==> config.mk <==
export PLATFORM = sky130hd
export DESIGN_NAME = count_ones_ctrl
export DESIGN_NICKNAME = d
export VERILOG_FILES = /design/src/rtl/count_ones_ctrl.sv
export SDC_FILE = /design/constraint.sdc
export NUM_CORES = 1
export LEC_CHECK = 0
export CAP_MARGIN = 0
export CORE_ASPECT_RATIO = 1.25
export CORE_MARGIN = 2
export CORE_UTILIZATION = 47
export DETAILED_ROUTE_END_ITERATION = 12
export PLACE_DENSITY = 0.78
export SLEW_MARGIN = 15
export SYNTH_ARGS = -nofsm -noshare
export SYNTH_HDL_FRONTEND = slang
export SYNTH_SLANG_ARGS = --single-unit
==> constraint.sdc <==
create_clock -name clk_i -period 2.25 [get_ports clk_i]
set_clock_uncertainty 0.1 [all_clocks]
set_input_delay 0.45 -clock clk_i [delete_from_list [all_inputs] [get_ports clk_i]]
set_output_delay 0.45 -clock clk_i [all_outputs]
set_load 0.02 [all_outputs]
==> src/rtl/count_ones_ctrl.sv <==
// Host-side initiator for the serial ones-counter: accept a word, launch the count, return result or timeout.
// Latency: result valid data_width+3 edges after acceptance; on timeout, timeout_cycles+1 edges after.
// Backpressure: in_ready_o low from acceptance until the result is consumed; the result holds while res_ready_i is low.
//
// Ports:
//   clk_i, rst_ni                 clock, asynchronous active-low reset
//   in_valid_i/in_ready_o/in_data_i    word input channel (valid/ready)
//   start_o, data_o, abort_o      launch pulse, held word, and abort pulse to the counter
//   done_i, bit_count_i           completion level and result from the counter
//   res_valid_o/res_ready_i       result channel (valid/ready)
//   res_count_o, res_error_o      captured count (0 on error) and timeout flag
//   busy_o                        high whenever an operation is in flight
module count_ones_ctrl #(
  parameter int DATA_WIDTH     = 4,
  parameter int COUNT_WIDTH    = 3,
  parameter int TIMEOUT_CYCLES = 8,
  parameter int TMO_WIDTH      = 4
) (
  input  logic                   clk_i,
  input  logic                   rst_ni,
  input  logic                   in_valid_i,
  output logic                   in_ready_o,
  input  logic [DATA_WIDTH-1:0]  in_data_i,
  output logic                   start_o,
  output logic [DATA_WIDTH-1:0]  data_o,
  output logic                   abort_o,
  input  logic                   done_i,
  input  logic [COUNT_WIDTH-1:0] bit_count_i,
  output logic                   res_valid_o,
  input  logic                   res_ready_i,
  output logic [COUNT_WIDTH-1:0] res_count_o,
  output logic                   res_error_o,
  output logic                   busy_o
);

  typedef enum logic [1:0] {IDLE, LAUNCH, WAIT, HOLD} state_e;

  localparam logic [TMO_WIDTH-1:0] TMO_LAST = TMO_WIDTH'(TIMEOUT_CYCLES - 1);

  state_e                 state_q;
  logic [TMO_WIDTH-1:0]   tmo_q;
  logic                   in_ready_q;
  logic                   start_q;
  logic                   abort_q;
  logic [DATA_WIDTH-1:0]  data_q;
  logic                   res_valid_q;
  logic [COUNT_WIDTH-1:0] res_count_q;
  logic                   res_error_q;
  logic                   busy_q;

  logic tmo_hit;
  assign tmo_hit = (tmo_q == TMO_LAST);

  always_ff @(posedge clk_i or negedge rst_ni) begin
    if (!rst_ni) begin
      state_q     <= IDLE;
      tmo_q       <= '0;
      in_ready_q  <= 1'b0;
      start_q     <= 1'b0;
      abort_q     <= 1'b0;
      data_q      <= '0;
      res_valid_q <= 1'b0;
      res_count_q <= '0;
      res_error_q <= 1'b0;
      busy_q      <= 1'b0;
    end else begin
      // start and abort are single-cycle pulses; they fall on the edge after they rise.
      start_q <= 1'b0;
      abort_q <= 1'b0;
      case (state_q)
        IDLE: begin
          // done_i may still be high from the previous operation; it is not looked at here.
          if (in_valid_i && in_ready_q) begin
            data_q     <= in_data_i;
            in_ready_q <= 1'b0;
            start_q    <= 1'b1;
            busy_q     <= 1'b1;
            state_q    <= LAUNCH;
          end else begin
            // First edge after reset release raises in_ready.
            in_ready_q <= 1'b1;
          end
        end
        LAUNCH: begin
          // The counter samples start on this edge, so done_i is still stale here.
          tmo_q   <= '0;
          state_q <= WAIT;
        end
        WAIT: begin
          // done is checked first so it wins over a simultaneous timeout.
          if (done_i) begin
            res_count_q <= bit_count_i;
            res_error_q <= 1'b0;
            res_valid_q <= 1'b1;
            state_q     <= HOLD;
          end else if (tmo_hit) begin
            res_count_q <= '0;
            res_error_q <= 1'b1;
            res_valid_q <= 1'b1;
            abort_q     <= 1'b1;
            state_q     <= HOLD;
          end else begin
            tmo_q <= tmo_q + 1'b1;
          end
        end
        HOLD: begin
          if (res_ready_i) begin
            res_valid_q <= 1'b0;
            in_ready_q  <= 1'b1;
            busy_q      <= 1'b0;
            state_q     <= IDLE;
          end
        end
        default: state_q <= IDLE;
      endcase
    end
  end

  assign in_ready_o  = in_ready_q;
  assign start_o     = start_q;
  assign abort_o     = abort_q;
  assign data_o      = data_q;
  assign res_valid_o = res_valid_q;
  assign res_count_o = res_count_q;
  assign res_error_o = res_error_q;
  assign busy_o      = busy_q;

endmodule
== After elaboration in Yosys (flattened, before gate mapping) ==
Index checks and enable logic that the tools add are counted.
Word-level totals
  flip-flop bits (word level): 19
  input port bits: 12
  output and inout bits: 13
Operators by class
  $add $sub $neg: 1
  eq/ne operators: 9
  mux-type cells: 25
  reductions and logical operators: 13
Operators by type and width (number)
  1-bit two-way mux: 12
  3-bit AND reduction: 4
  2-bit two-way mux: 4
  4-bit two-way mux: 2
  2-bit inequality test (second input constant): 4
  2-bit case mux with 4 select lines: 1
  4-bit case mux with 2 select lines: 1
  2-bit nonzero test: 4
  3-bit two-way mux: 2
  1-bit case mux with 2 select lines: 3
  2-bit AND reduction: 3
  4-bit by 1-bit adder with 4-bit output (second input constant): 1
  2-bit equality test (second input constant): 2
  4-bit by 3-bit equality test with 1-bit output (second input constant): 1
  3-bit inequality test (second input constant): 1
  2-bit by 1-bit equality test with 1-bit output (second input constant): 1
  2-bit zero test: 1
  1-bit logical AND: 1

== Logic depth before layout (Yosys ltp) ==
Gate-level depths: netlist of the first run.
  depth after elaboration: 4
  gate-level depth with buffers: 6
  gate-level depth less buffers: 5

== Worst setup path after synthesis of the first run ==
OpenSTA, ideal clock, no wires.
  path kind: register to register
  from: register state_q[0]
  to: register state_q[1]
  library setup time: 125 ps
  data arrival time: 1362 ps
  required time: 2025 ps
  slack: 663 ps
  stages on the path, launching flop included: 5
  path buffers: 0
  clock period less this slack: 1587 ps
  path through: dfrtp_1 -> ha_1 -> and2b_1 -> a221oi_4 -> mux2_4
On the way
  word-level cells in the longest chain between the ends: 3
  elaborated cells on any way between the ends: 9
RTL lines
  start, declared: line 40  | state_e state_q;
  start signal, assigned: line 56  | state_q <= IDLE;
  start signal, assigned: line 78  | state_q <= LAUNCH;
  start signal, assigned: line 87  | state_q <= WAIT;
  2-bit equality test or 2-bit zero test (tied branches): line 70  | case (state_q)
  3-bit inequality test (no line) or 2-bit inequality test (tied branches)
  3-bit AND reduction (no line)
Several ways; a longest one is shown, not always the timed one.
A chain may end at the register's enable or synchronous reset.

== Final worst setup path of the first run ==
  from: register res_valid_q (netlist: res_valid_o)
  to: output res_valid_o
RTL lines
  start, declared: line 46  | logic res_valid_q;
  start signal, assigned: line 62  | res_valid_q <= 1'b0;
  start signal, assigned: line 94  | res_valid_q <= 1'b1;
  start signal, assigned: line 99  | res_valid_q <= 1'b1;
  end, declared: line 29  | output logic res_valid_o,
No word-level cell between the ends.

==> summary.txt, run 1 <==
Critical path
  • Critical R2R Capture: state_q[1]
  • Worst setup path class: reg2out
  • Crit path DAT: roughly 1.3 ns
  • Worst setup EP type: output pin
  • Flop-to-flop setup slack: around 0.54 ns
  • CP required: 1.70 ns
  • CP Max Fanout: 3
  • Crit-path max cell delay: 0.62 ns
  • Critical path capture point: res_valid_o
  • Worst Reg-to-Reg Cells: 5
  • Critical path's slowest cell: clkdlybuf4s50_1
  • Startpoint Class: flop
  • Critical path startpoint: res_valid_o
  • Crit path buf inv count: 1
  • R2R Path Start: state_q[0]
  • CP cell instances: clkdlybuf4s50_1
  • Worst path top cell family by delay: buffers and inverters
  • WP depth: 1

Timing
  • Final hold slack: 0.3599 ns
  • Tcrit/Tclk final: 83.04%
  • Final Hold Fails: 0
  • Worst rel slew slack: 81.92%
  • FMAX: 535.2 MHz
  • Max-slew violations: 0
  • Setup violators final: 0
  • Unrepaired setup endpoints after global routing: no
  • Setup_tns: 0 ns
  • Worst-Margin Slew: 0.2705 ns
  • Fin crit period: 1.868 ns

Global routing
  • Initial antenna violation count: 0
  • First-pass GRT wire length: 2.932 mm
  • Number of global-route vias before repair: about 690
  • Grt total ovfl: 0
  • Pin count of the biggest net entering global routing: 20
  • Total GRT Usage: between 10% and 20%

Synthesis
  • Synth Area in Adders: 7.884%
  • Most common flop cell mapped by yosys: dfrtp_1
  • Post-synthesis xor/xnor area fraction: 0%
  • Sequential-to-total area share from yosys stat: between 40 and 50%
  • Largest family of logic cells by synthesized area: compound AO/OA/AOI/OAI gates
  • EDFF count, synth: 0
  • Yosys warning count: 0
  • Area share of and/or/nand/nor cells after synthesis: approximately 14%
  • Post-synth top cells: dfrtp_1, ha_1, nand2_1
  • Mean post-synth cell area: around 12 sq um
  • Top-area cell type share of the netlist area: 49.93%
  • Cell Area, Synth: 952.2 sq um
  • Ys async rst share: 100.0%
  • Post-synth top area cell: dfrtp_1
  • Synth cell types: 32
  • Mux share of post-synthesis cell area: 9.461%
  • FF+latch count, synth: 19
  • Gate Count Post-Synth: between 70 and 80
  • Compound-gate portion of the synthesized area: 15.51%
  • Count leader, synth: dfrtp_1
  • Ranking of synthesized cells by area: dfrtp_1, ha_1, mux2_2, a32o_1, mux2i_1
  • Mapped Nets: 97

Drt
  • Drt drc: 0
  • Post-route ant nets: 0
  • WL final: 1.825 mm
  • First DRT Iteration DRCs: 9
  • Routed wire length per instance: 14.26 um
  • Routed vias: 717
  • Via/cell ratio: 5.602
  • DR pass1 iterations: 4

Layout
  • Area grow syn2layout: 32.46%
  • Fillers: between 150 and 200
  • Layout cell share with drive strength beyond 1: roughly 15%
  • Layout Nets: 127
  • Diode count: 0
  • Finished Cell Area: 1261 sq um

Status
  • Outcome: finished clean

Placed design
  • PortBufs: 24
  • RD Place Congestion: roughly 0.83
  • Area after DPL: 1231 sq um
  • HPWL after DPL: between 1 and 1.5 mm

Clocking
  • Setup bufs post-CTS: 0
  • Root Driver: clkbuf_4
  • Cts repair resizes: 0
  • Num CTS Buffers: 3
  • Hold-fix buffers, CTS: 0
  • Clk_lat worst skew: 0.31 ns
  • Clock tree sinks: 19
  • Clk buf depth: 2
  • CTS clock-pin slew for the worst setup and hold paths: 0.12 ns
  • CTS tree: done
  • H-tree depth: 1

Floorplanning
  • Die area: 2404 sq um
  • Cell Rows: 18
  • Core area: 1937 sq um
  • Die Ht: 54.32 um
  • Die width: around 44 um
  • Num ports: 25
  • Starting Density: a little under 50%

Job
  • Max capacitance violation total: 0

Power
  • Peak VDD IR: 0.7031 mV
  • Pwr dens: approximately 1200 nW/um^2
  • LEAKAGE: ~0.00062 uW

Worst hold path
  • Hold Path Class: in2async
-- layout make-up --
| type | count | area (sq um) | area share (%) |
|---|---|---|---|
| clock buffers | 3 | 22.52 | 1.786 |
| clock inverters | 1 | 7.507 | 0.5952 |
| inverters | 5 | 18.77 | 1.488 |
| multi-input cells | 53 | 449.2 | 35.62 |
| flip-flops and latches | 19 | 475.5 | 37.70 |
| well taps | 20 | 25.02 | 1.984 |
| repair buffers | 27 | 262.8 | 20.83 |
-- logic make-up after synthesis --
family | count (synthesis)
buffers and inverters | 7
AOI/OAI and AO/OA | 17
DFF | 19
and+or+nand+nor | 22
muxes | 8
adders and majority gates | 6
-- power by group --
| group | switching, uW | internal (uW) |
|---|---|---|
| sequential | 91.2 | 471 |
| clock | 110 | 67.8 |
| combinational | 399 | 435 |
| total | 600 | 974 |
-- through the flow --
| stage | std cells | worst slack [ns] | util, % | power (uW) |
|---|---|---|---|---|
| 4_1_cts | 128 | 0.3651 | 65.12 | 1592 |
| 3_5_place_dp | 124 | 0.2740 | 63.57 | 1409 |
| 5_1_grt | 128 | 0.3281 | 65.12 | 1675 |
| 3_3_place_gp | 124 | 0.3179 | 63.57 | 1384 |
| 2_1_floorplan | 79 | 0.6628 | - | 1096 |
| 6_report | 128 | 0.3816 | 65.12 | 1573 |
-- worst min path at each step --
| stage | startpoint | end | slack, ns | cells after the start |
|---|---|---|---|---|
| final | rst_ni | res_count_o[1] | 0.36 | 2 |
| after global routing | rst_ni | res_count_o[1] | 0.37 | 2 |
| after CTS | rst_ni | tmo_q[2] | 0.37 | 2 |
| after detailed placement | res_count_o[1] | res_count_o[1] | 0.39 | 1 |
| after global placement | res_count_o[1] | res_count_o[1] | 0.37 | 1 |
| after floorplan | rst_ni | abort_o | 0.05 | 0 |
-- worst register-to-register path: cells and delay by family (launching register included) --
family	cells	cell delay [ns]
adder cells (fa/ha/maj)	1	0.23
multiplexers	1	0.32
buffers and inverters	1	0.10
flip-flops	1	0.41
AND/OR/NAND/NOR	1	0.16
AO/OA/AOI/OAI	1	0.28
-- flip-flops by register name, summed over array words and instances (netlist names) --
signal       flops
abort_o          1
busy_o           1
data_o           4
in_ready_o       1
res_count_o      3
res_error_o      1
res_valid_o      1
start_o          1
state_q          2
tmo_q            4
-- cells in the final DEF (no fill, tap or decap), types with 2 or more instances in the layout --
cell	netlist	final
a21oi_1	3	3
a32o_1	3	3
buf_4	0	3
clkbuf_4	0	3
clkdlybuf4s50_1	0	24
dfrtp_1	19	19
ha_1	6	6
inv_1	5	5
mux2_2	4	4
mux2i_1	3	3
nand2_1	6	6
nand3_1	2	2
nor2_1	4	4
nor2b_1	2	2
o22ai_1	2	2
-- per-layer routing --
metal	share of wire, %	global-route usage [%]	vias up
met5	0	0	-
met4	1.2	6.061	0
met3	3.0	2.310	2
met2	51	29.90	18
met1	44	20.80	355
li1	-	-	342
(Power assumes the default switching activity.)
==> run 2: changes to the inputs <==
Clock period 2.25 ns to 1.8 ns, I/O delays scaled along.
==> summary.txt, run 2 (synthesis gave the netlist of run 1 again) <==
Critical path
  • Crit path buf inv count: 1 (unchanged)
  • CP Max Fanout: 3 (unchanged)
  • Worst setup EP type: output pin
  • Critical path's slowest cell: clkdlybuf4s50_1
  • Worst setup path class: reg2out
  • Startpoint Class: flop
  • Worst path top cell family by delay: buffers and inverters
  • CP cell instances: clkdlybuf4s50_1
  • Crit path DAT: 1.30 ns (-0.02 ns)
  • Crit-path max cell delay: 0.61 ns (about the same)
  • CP required: 1.34 ns (-0.36 ns)

Layout
  • Diode count: 0 (unchanged)
  • Area grow syn2layout: 36.01%
  • Most common cell after layout, fill and taps aside: clkdlybuf4s50_1
  • Layout cell share with drive strength beyond 1: 17.86% (+3.0 points)
  • Commonest non-fill, non-tap cells in the layout: clkdlybuf4s50_1, dfrtp_1, buf_4, nand2_1, ha_1
  • Util after Layout: 66.86% (+1.7 points)
  • Layout Nets: 131 (+3.1%)
  • Fillers: 160 (-0.62%)

Floorplanning
  • Num ports: 25 (unchanged)
  • Starting Density: 49.16% (unchanged)
  • Die Ht: 54.32 um (unchanged)
  • Cell Rows: 18 (unchanged)
  • Core area: 1937 sq um (unchanged)
  • Die width: 44.26 um (unchanged)
  • Die area: 2404 sq um (unchanged)

Placed design
  • Pre-CTS setup slack: -0.04189 ns (-0.3159 ns)
  • RD Place Congestion: 0.8316 (about the same)
  • PortBufs: 24 (unchanged)
  • HPWL after DPL: 1.566 mm (+11%)

Timing
  • Final Hold Fails: 0 (unchanged)
  • Worst Slack Setup Final: 0.03816 ns (-0.3434 ns)
  • Worst-Margin Slew: 0.2743 ns (+0.003885 ns)
  • Final hold slack: 0.2754 ns (-0.08447 ns)
  • Fin crit period: between 1.5 and 2 ns
  • Tcrit/Tclk final: 97.88%
  • Max-slew violations: 0 (unchanged)
  • FMAX: roughly 570 MHz
  • Unrepaired setup endpoints after global routing: no
  • Worst rel slew slack: 81.66% (-0.26 points)
  • Setup violators final: 0 (unchanged)

Drt
  • Via/cell ratio: 5.553 (-0.87%)
  • Drt drc: 0 (unchanged)
  • First DRT Iteration DRCs: 4 (-5)
  • Post-route ant nets: 0 (unchanged)
  • WL final: 2.012 mm (+10%)
  • Routed wire length per instance: 15.24 um (+6.9%)
  • DR pass1 iterations: 4 (unchanged)
  • Routed vias: 733 (+2.2%)

Clocking
  • Clk_lat worst skew: 0.31 ns (about the same)
  • H-tree depth: 1 (unchanged)
  • Root Driver: clkbuf_4
  • Clk buf depth: 2 (unchanged)
  • CTS tree: done
  • CTS clock-pin slew for the worst setup and hold paths: 0.12 ns (about the same)
  • Num CTS Buffers: 3 (unchanged)
  • Clock tree sinks: 19 (unchanged)
  • Setup bufs post-CTS: 0 (unchanged)

Global routing
  • Grt total ovfl: 0 (unchanged)
  • Number of global-route vias before repair: 792 (+15%)
  • Pin count of the biggest net entering global routing: 20 (unchanged)
  • First-pass GRT wire length: 3.615 mm (+23%)
  • Total GRT Usage: 21.04% (+4.2 points)
  • Initial antenna violation count: 0 (unchanged)

Job
  • Max capacitance violation total: 0 (unchanged)

Power
  • LEAKAGE: 0.0006545 uW (+6.2%)
  • Total Power: 2011 uW (+28%)
  • Peak VDD IR: 1.046 mV (+49%)
  • Pwr dens: 1553 nW/um^2 (+24%)

Status
  • Outcome: finished clean

Worst hold path
  • Hold Path Class: in2async
-- run 2: changes by cell type in the layout (fill, tap and decap cells not counted), sizes merged --
| cell | change |
|---|---|
| buf | +4 |
| clkdlybuf4s50 | -3 |
| dlygate4sd2 | +1 |
| dlymetal6s2s | +2 |
-- run 2: final timing paths --
kind | startpoint | cells after the start | slack (ns) | to
min in group clk_i | res_count_o[2] | 1 | 0.42 | res_count_o[2]
setup reg to reg | state_q[0] | 5 | 0.12 | state_q[1]
setup / recovery | busy_o | 1 | 0.04 | busy_o
max in group asynchronous | rst_ni | 2 | 1.12 | state_q[0]
hold reg to reg | res_count_o[2] | 1 | 0.42 | res_count_o[2]
hold / removal | rst_ni | 2 | 0.28 | tmo_q[2]
-- run 2: cell type report --
class                           instances  area, sq um  area share [%]
Timing Repair Buffer                   31        296.5           22.90
Clock inverter                          1        7.507          0.5797
Clock buffer                            3        22.52           1.739
Sequential cell                        19        475.5           36.72
Tap cell                               20        25.02           1.932
Multi-Input combinational cell         53        449.2           34.69
Inverter                                5        18.77           1.449
-- run 2: metal layers --
metal  share of wire (%)  up-vias  routed length (um)  GRT usage (%)
met5                   0        -                   0              0
met3                 3.6        7                  72          2.310
met4                 3.1        0                  63          10.61
met1                  41      354                 833          24.32
li1                    -      353                   -              -
met2                  52       19                1043          38.24
-- run 2: timing repair --
item | in CTS | in global routing
setup endpoints to repair | 1 | 2
pin swaps | 0 | 0
hold buffers | 0 | 0
resized for setup | 1 | 2
-- run 2: report_power, final --
group | internal, uW | total (uW) | switching [uW]
Sequential | 589 | 704 | 116
Combinational | 565 | 1070 | 509
Clock | 85.0 | 233 | 148
Total | 1240 | 2010 | 772
-- run 2: metrics by stage --
| step | instances | setup TNS [ns] | cell area, sq um |
|---|---|---|---|
| 2_1_floorplan | 79 | 0 | 952.2 |
| 3_3_place_gp | 128 | -0.007889 | 1261 |
| 3_5_place_dp | 128 | -0.04189 | 1261 |
| 4_1_cts | 132 | 0 | 1290 |
| 5_1_grt | 132 | 0 | 1295 |
| 6_report | 132 | 0 | 1295 |
